## src/rtl/regs_file_param_if.sv

```systemverilog
// Register-file access bundle: two read ports, one write port, bulk-clear request and busy flag.
// The master drives addresses, write data and requests; the slave (register file) returns read data and BUSY.
interface regs_file_param_if #(
  parameter int unsigned WIDTH = 32,
  parameter int unsigned DEPTH = 32
);
  localparam int unsigned AW = $clog2(DEPTH);

  logic [AW-1:0]    A1;
  logic [AW-1:0]    A2;
  logic [AW-1:0]    A3;
  logic [WIDTH-1:0] WD3;
  logic             WE3;
  logic             CLR;
  logic [WIDTH-1:0] RD1;
  logic [WIDTH-1:0] RD2;
  logic             BUSY;

  modport master (
    output A1, A2, A3, WD3, WE3, CLR,
    input  RD1, RD2, BUSY
  );

  modport slave (
    input  A1, A2, A3, WD3, WE3, CLR,
    output RD1, RD2, BUSY
  );
endinterface

```

## src/rtl/regs_file_param.sv

```systemverilog
// Parametrised three-address register file with a sequential bulk-clear sweep.
// Optional macro REGFILE_BYPASS_EN adds same-cycle write-to-read forwarding while idle.
module regs_file_param #(
  parameter int unsigned WIDTH    = 32,
  parameter int unsigned DEPTH    = 32,
  parameter int unsigned ZERO_REG = 1
) (
  input  logic               clk,
  input  logic               reset,
  regs_file_param_if.slave   bus
);
  localparam int unsigned AW      = $clog2(DEPTH);
  localparam bit          ZR      = (ZERO_REG != 0);
  localparam logic [AW-1:0] LAST  = AW'(DEPTH - 1);

  typedef enum logic {
    IDLE  = 1'b0,
    CLEAR = 1'b1
  } state_t;

  state_t           state_q;
  state_t           state_d;
  logic [AW-1:0]    ptr_q;
  logic [AW-1:0]    ptr_d;
  logic             busy_q;
  logic             wr_en_c;
  logic             sweep_en_c;
  logic             write_ok_c;
  logic [WIDTH-1:0] rd1_c;
  logic [WIDTH-1:0] rd2_c;
  logic [WIDTH-1:0] regs [DEPTH];

  // A write is dropped when it targets the hardwired zero register.
  assign write_ok_c = bus.WE3 && !(ZR && (bus.A3 == '0));

  // State, sweep pointer and registered busy flag.
  always_ff @(posedge clk or posedge reset) begin
    if (reset) begin
      state_q <= IDLE;
      ptr_q   <= '0;
      busy_q  <= 1'b0;
    end else begin
      state_q <= state_d;
      ptr_q   <= ptr_d;
      busy_q  <= (state_d == CLEAR);
    end
  end

  // Next-state logic; CLR is ignored once a sweep is running.
  always_comb begin
    state_d    = state_q;
    ptr_d      = ptr_q;
    wr_en_c    = 1'b0;
    sweep_en_c = 1'b0;
    unique case (state_q)
      IDLE: begin
        wr_en_c = write_ok_c;
        if (bus.CLR) begin
          state_d = CLEAR;
          ptr_d   = '0;
        end
      end
      CLEAR: begin
        sweep_en_c = 1'b1;
        if (ptr_q == LAST) begin
          state_d = IDLE;
          ptr_d   = '0;
        end else begin
          ptr_d = ptr_q + AW'(1);
        end
      end
      default: begin
        state_d = IDLE;
        ptr_d   = '0;
      end
    endcase
  end

  // Storage array: writes only while idle, one entry cleared per sweep cycle.
  always_ff @(posedge clk or posedge reset) begin
    if (reset) begin
      for (int i = 0; i < int'(DEPTH); i++) begin
        regs[i] <= '0;
      end
    end else if (wr_en_c) begin
      regs[bus.A3] <= bus.WD3;
    end else if (sweep_en_c) begin
      regs[ptr_q] <= '0;
    end
  end

  // Read port 1; the zero-register rule overrides any forwarded value.
  always_comb begin
    rd1_c = regs[bus.A1];
`ifdef REGFILE_BYPASS_EN
    if ((state_q == IDLE) && write_ok_c && (bus.A1 == bus.A3)) begin
      rd1_c = bus.WD3;
    end
`endif
    if (ZR && (bus.A1 == '0)) begin
      rd1_c = '0;
    end
  end

  // Read port 2; same rules as port 1.
  always_comb begin
    rd2_c = regs[bus.A2];
`ifdef REGFILE_BYPASS_EN
    if ((state_q == IDLE) && write_ok_c && (bus.A2 == bus.A3)) begin
      rd2_c = bus.WD3;
    end
`endif
    if (ZR && (bus.A2 == '0)) begin
      rd2_c = '0;
    end
  end

  assign bus.RD1  = rd1_c;
  assign bus.RD2  = rd2_c;
  assign bus.BUSY = busy_q;

endmodule

```

## src/flat_wrapper.sv

```systemverilog
// flat-port wrapper written by rule: the top's interface ports become plain ports
module regs_file_param_flat 
#(
  parameter int unsigned WIDTH    = 32,
  parameter int unsigned DEPTH    = 32,
  parameter int unsigned ZERO_REG = 1
)
  (clk, reset, bus_A1, bus_A2, bus_A3, bus_WD3, bus_WE3, bus_CLR, bus_RD1, bus_RD2, bus_BUSY);
  regs_file_param_if #(.WIDTH(WIDTH), .DEPTH(DEPTH)) bus_i ();
  input  logic clk;
  input  logic reset;
  input wire logic [$bits(bus_i.A1)-1:0] bus_A1;
  input wire logic [$bits(bus_i.A2)-1:0] bus_A2;
  input wire logic [$bits(bus_i.A3)-1:0] bus_A3;
  input wire logic [$bits(bus_i.WD3)-1:0] bus_WD3;
  input wire logic [$bits(bus_i.WE3)-1:0] bus_WE3;
  input wire logic [$bits(bus_i.CLR)-1:0] bus_CLR;
  output wire logic [$bits(bus_i.RD1)-1:0] bus_RD1;
  output wire logic [$bits(bus_i.RD2)-1:0] bus_RD2;
  output wire logic [$bits(bus_i.BUSY)-1:0] bus_BUSY;
  assign bus_i.A1 = bus_A1;
  assign bus_i.A2 = bus_A2;
  assign bus_i.A3 = bus_A3;
  assign bus_i.WD3 = bus_WD3;
  assign bus_i.WE3 = bus_WE3;
  assign bus_i.CLR = bus_CLR;
  assign bus_RD1 = bus_i.RD1;
  assign bus_RD2 = bus_i.RD2;
  assign bus_BUSY = bus_i.BUSY;
  regs_file_param #(.WIDTH(WIDTH), .DEPTH(DEPTH), .ZERO_REG(ZERO_REG)) u_core (.clk(clk), .reset(reset), .bus(bus_i));
endmodule
```

## config.mk

```make
export PLATFORM = sky130hd
export DESIGN_NAME = regs_file_param_flat
export DESIGN_NICKNAME = d
export VERILOG_FILES = /design/src/rtl/regs_file_param_if.sv /design/src/rtl/regs_file_param.sv /design/src/flat_wrapper.sv
export SDC_FILE = /design/constraint.sdc
export NUM_CORES = 2
export LEC_CHECK = 0
export BUFFER_PORTS_ARGS = -buffer_cell sky130_fd_sc_hd__buf_4
export CORE_UTILIZATION = 45
export CTS_BUF_LIST = sky130_fd_sc_hd__clkbuf_4 sky130_fd_sc_hd__clkbuf_8
export DETAILED_ROUTE_END_ITERATION = 8
export PLACE_DENSITY_LB_ADDON = 0.15
export SLEW_MARGIN = 5
export SYNTH_ARGS = -nofsm -noshare
export SYNTH_HDL_FRONTEND = slang
export SYNTH_SLANG_ARGS = --single-unit
```

## constraint.sdc

```tcl
create_clock -name clk -period 33.5 [get_ports clk]
set_input_delay 3.35 -clock clk [delete_from_list [all_inputs] [get_ports clk]]
set_output_delay 3.35 -clock clk [all_outputs]
set_load 0.01 [all_outputs]
```

==> metrics.json <==
{
  "num_vias": 41200,
  "globalRoute.busiestLayer": "met2",
  "cts_max_level": 4,
  "drv.max_cap_violation_count": 0,
  "pwr_density_cell_nw_per_um2": 59.3,
  "clk_root_buffer_cell": "sky130_fd_sc_hd__clkbuf_8",
  "area_delta_synth_final_pct": 11.9,
  "num_rows": 125,
  "slew_headroom": 0.0999,
  "post_cts_resize_count": 0,
  "cts_post_setup_buffers_inserted": 0,
  "critical_path.most_common_cell": "sky130_fd_sc_hd__buf_4",
  "die-width_um": 345,
  "sequential_cell_area_um2": 25800,
  "report.final.slew_viol_count": 0,
  "post_detailed_route_wirelength_per_cell_um": 40.5,
  "portBuffers": 115,
  "syn_area_per_cell_um2": 13.8,
  "dp_hpwl_mm": 117,
  "area_of_the_mapped_netlist_um2": 53100,
  "grt_start_max_net_pins": 154,
  "report.final.setup_viol": 0,
  "floorplan.io_pins": 116,
  "totalWireLength_mm": 220,
  "cts_tree": "built",
  "drtAntennaViolNets": 0,
  "tns_ns": 0,
  "post_cts_hold_buffer_count": 0,
  "nNetsFinal": 3825,
  "max_slew.worst_pin.slew_ns": 1.35,
  "ys_dominant_reg_cell": "sky130_fd_sc_hd__dfrtp_1",
  "worst_setup_hold_path_clk_slew_ns": 0.06,
  "timing.setup.critical_path_class": "primary input to output pin",
  "clock_network_latency_to_the_later_pin_of_the_worst_skew_pair_ns": 0.91,
  "routability_congestion_estimate_from_global_placement": 0.853,
  "die_span_y_um": 345,
  "max_stage_delay_ns": 0.92,
  "worst-endpoint-arrival_ns": 7.63,
  "grt_use_met2": 0.524,
  "crit_path_top_delay_cell": "sky130_fd_sc_hd__a311oi_1",
  "first_iter_violations": 5684,
  "post-synth-top-area-cell": "sky130_fd_sc_hd__dfrtp_1",
  "status": "completed",
  "holdCritPathClass": "flip-flop to flip-flop",
  "clock-skew-final_ns": 0.0515,
  "globalRoute.totalOverflow": 0,
  "grt_antenna_before_repair": 9,
  "max-vdd-ir-drop_mv": 0.0650,
  "asyncSetResetFlopFracSynth": 1.00,
  "multi_input_comb_area_um2": 25900,
  "yosysTopAreaCellShare": 0.486,
  "worstPathRequired_ns": 30.15,
  "synth-edff-count": 0,
  "synthesis.instances": 3859,
  "drcViolationCount": 0,
  "synth_warnings": 0,
  "dp_cells": 5108,
  "final-instance-count-excl-fill": 5427,
  "grtUsageMet3": 0.126,
  "maxClockFrequency_ghz": 0.0910,
  "cellLeakagePower_nw": 26.0,
  "final_worst_path_cycle_share": 0.328,
  "first_global_vias": 41100,
  "tritoncts.num_buffers": 183,
  "ctsLongestPathBuffers": 3,
  "cts_sinks": 1030,
  "fillers": 9827,
  "drt_pre_antenna_iters": 5,
  "grtUsageTotal": 0.367,
  "timing.critical_path.buf_inv": 5,
  "finalWorstPathRequiredPeriod_ns": 10.98,
  "route.detailed.vias_per_inst": 7.60,
  "initial_core_util": 0.455,
  "final-hold-violation-count": 0,
  "synth_area_leaders": "sky130_fd_sc_hd__dfrtp_1, sky130_fd_sc_hd__mux4_2, sky130_fd_sc_hd__a22o_1",
  "final_layout_size_suffix_gt1_frac": 0.296,
  "critical_path_peak_fanout": 50,
  "seq_area_frac_synth": 0.486,
  "worstSetupEndpointType": "output pin",
  "synth_fp_nets": 3915,
  "design.core.area_um2": 117000,
  "timing.critical_path.cells": "buf_8 > buf_4 > buf_4 > buf_4 > mux4_2 > nor2b_1 > a211oi_1 > a311oi_1 > buf_4",
  "floorplan.die_area_um2": 119000,
  "synth.distinct_cells": 39,
  "totalPowerFinal_mw": 3.52,
  "cp_top_family": "buffers and inverters",
  "routing_usage_on_met1": 0.500,
  "synth.ff_latch_count": 1030,
  "setup_repair_after_global_routing_missed_its_margin": "no",
  "grt_first_pass_wirelength_mm": 314,
  "timing.critical_path.from_type": "primary input"
}
-- per-stage QoR --
stage | area (um^2) | util | hold slack, ns | setup slack, ns
2_1_floorplan | 53100 | - | 0.467 | 1.16
3_3_place_gp | 55500 | 0.476 | 0.485 | 22.51
3_5_place_dp | 55500 | 0.476 | 0.491 | 22.46
4_1_cts | 59400 | 0.510 | 0.510 | 22.45
5_1_grt | 59400 | 0.510 | 0.522 | 22.30
6_report | 59400 | 0.510 | 0.506 | 22.52
-- final cells by class --
| type | count | area share |
|---|---|---|
| Multi-Input combinational cell | 2312 | 0.437 |
| Sequential cell | 1030 | 0.434 |
| Clock buffer | 293 | 0.0613 |
| Tap cell | 1524 | 0.0321 |
| Timing Repair Buffer | 234 | 0.0311 |
| Clock inverter | 24 | 0.00386 |
| Inverter | 8 | 0.000716 |
| Antenna cell | 2 | 0.0000843 |
-- routing by layer --
metal / wire [um] / vias to the layer above
li1: - / 15500
met4: 11700 / 10
met1: 84900 / 21900
met2: 94900 / 3129
met5: 51 / -
met3: 28000 / 697
-- cell families after synthesis --
family | synth area share
xor gates and xnor gates | 0.000330
and+or+nand+nor | 0.0277
DFF | 0.486
adders and majority gates | 0.00118
muxes | 0.228
buffers and inverters | 0.0392
AOI/OAI and AO/OA | 0.218
-- cells in the mapped netlist (2+ instances only) --
library cell,number
sky130_fd_sc_hd__nand2b_1,14
sky130_fd_sc_hd__buf_1,13
sky130_fd_sc_hd__mux4_2,448
sky130_fd_sc_hd__buf_2,105
sky130_fd_sc_hd__o32ai_1,2
sky130_fd_sc_hd__or4_1,2
sky130_fd_sc_hd__or3b_2,2
sky130_fd_sc_hd__clkbuf_1,389
sky130_fd_sc_hd__and2_1,34
sky130_fd_sc_hd__a211oi_1,64
sky130_fd_sc_hd__o31ai_1,2
sky130_fd_sc_hd__nand3_1,2
sky130_fd_sc_hd__mux2i_1,128
sky130_fd_sc_hd__inv_1,8
sky130_fd_sc_hd__nor2b_1,68
sky130_fd_sc_hd__nor4_2,8
sky130_fd_sc_hd__a22oi_1,64
sky130_fd_sc_hd__buf_4,2
sky130_fd_sc_hd__nor3_2,2
sky130_fd_sc_hd__xnor2_1,2
sky130_fd_sc_hd__or2_2,6
sky130_fd_sc_hd__nor2_1,64
sky130_fd_sc_hd__nand2_1,49
sky130_fd_sc_hd__a311oi_1,64
sky130_fd_sc_hd__mux2_2,64
sky130_fd_sc_hd__ha_1,5
sky130_fd_sc_hd__a22o_1,992
sky130_fd_sc_hd__o21ai_0,112
sky130_fd_sc_hd__nand3b_1,4
sky130_fd_sc_hd__o22ai_1,31
sky130_fd_sc_hd__nor3_1,10
sky130_fd_sc_hd__o2111ai_1,19
sky130_fd_sc_hd__dfrtp_1,1030
sky130_fd_sc_hd__a221oi_1,45
-- worst reg2reg max path, cell delays in order, from the launching register on --
cell	delay, ns
sky130_fd_sc_hd__dfrtp_4	0.51
sky130_fd_sc_hd__buf_4	0.77
sky130_fd_sc_hd__nand3b_1	0.67
sky130_fd_sc_hd__nor3_2	0.10
sky130_fd_sc_hd__buf_4	0.43
sky130_fd_sc_hd__o22ai_4	0.29
sky130_fd_sc_hd__buf_4	0.73
sky130_fd_sc_hd__a22o_1	0.33
-- flip-flops by register name, summed over array words and instances (netlist names) --
signal          count
u_core.state_q      1
u_core.regs      1024
u_core.ptr_q        5
-- placed cells by master, fill, tap and decap left out, types with 12 or more instances in the layout --
| cell | instances |
|---|---|
| sky130_fd_sc_hd__a211oi_1 | 64 |
| sky130_fd_sc_hd__a221oi_1 | 45 |
| sky130_fd_sc_hd__a22o_1 | 992 |
| sky130_fd_sc_hd__a22oi_1 | 64 |
| sky130_fd_sc_hd__a311oi_1 | 64 |
| sky130_fd_sc_hd__and2_1 | 32 |
| sky130_fd_sc_hd__buf_4 | 224 |
| sky130_fd_sc_hd__clkbuf_4 | 63 |
| sky130_fd_sc_hd__clkbuf_8 | 230 |
| sky130_fd_sc_hd__dfrtp_1 | 1029 |
| sky130_fd_sc_hd__mux2_2 | 64 |
| sky130_fd_sc_hd__mux2i_1 | 128 |
| sky130_fd_sc_hd__mux4_2 | 448 |
| sky130_fd_sc_hd__nand2_1 | 48 |
| sky130_fd_sc_hd__nand2b_1 | 12 |
| sky130_fd_sc_hd__nor2_1 | 46 |
| sky130_fd_sc_hd__nor2_4 | 16 |
| sky130_fd_sc_hd__nor2b_1 | 64 |
| sky130_fd_sc_hd__o2111ai_1 | 19 |
| sky130_fd_sc_hd__o21ai_0 | 112 |
| sky130_fd_sc_hd__o22ai_4 | 31 |
-- worst paths after layout --
path,slack [ns],end,cells past startpoint,from
max in group asynchronous,27.12,u_core.regs[840],6,reset
min,0.51,u_core.regs[1010],1,u_core.regs[1010]
min in group asynchronous,2.61,u_core.state_q,2,reset
min reg2reg,0.51,u_core.regs[1010],1,u_core.regs[1010]
max reg2reg,29.58,u_core.regs[38],7,u_core.state_q
max,22.52,bus_RD2[20],9,bus_A2[1]
-- power breakdown --
group / total, mW / internal [mW] / switching, mW
logic: 0.862 / 0.233 / 0.629
clock network: 1.26 / 0.700 / 0.558
registers: 1.40 / 1.33 / 0.0717
total: 3.52 / 2.26 / 1.26
Power figures use the tool's default switching activity.
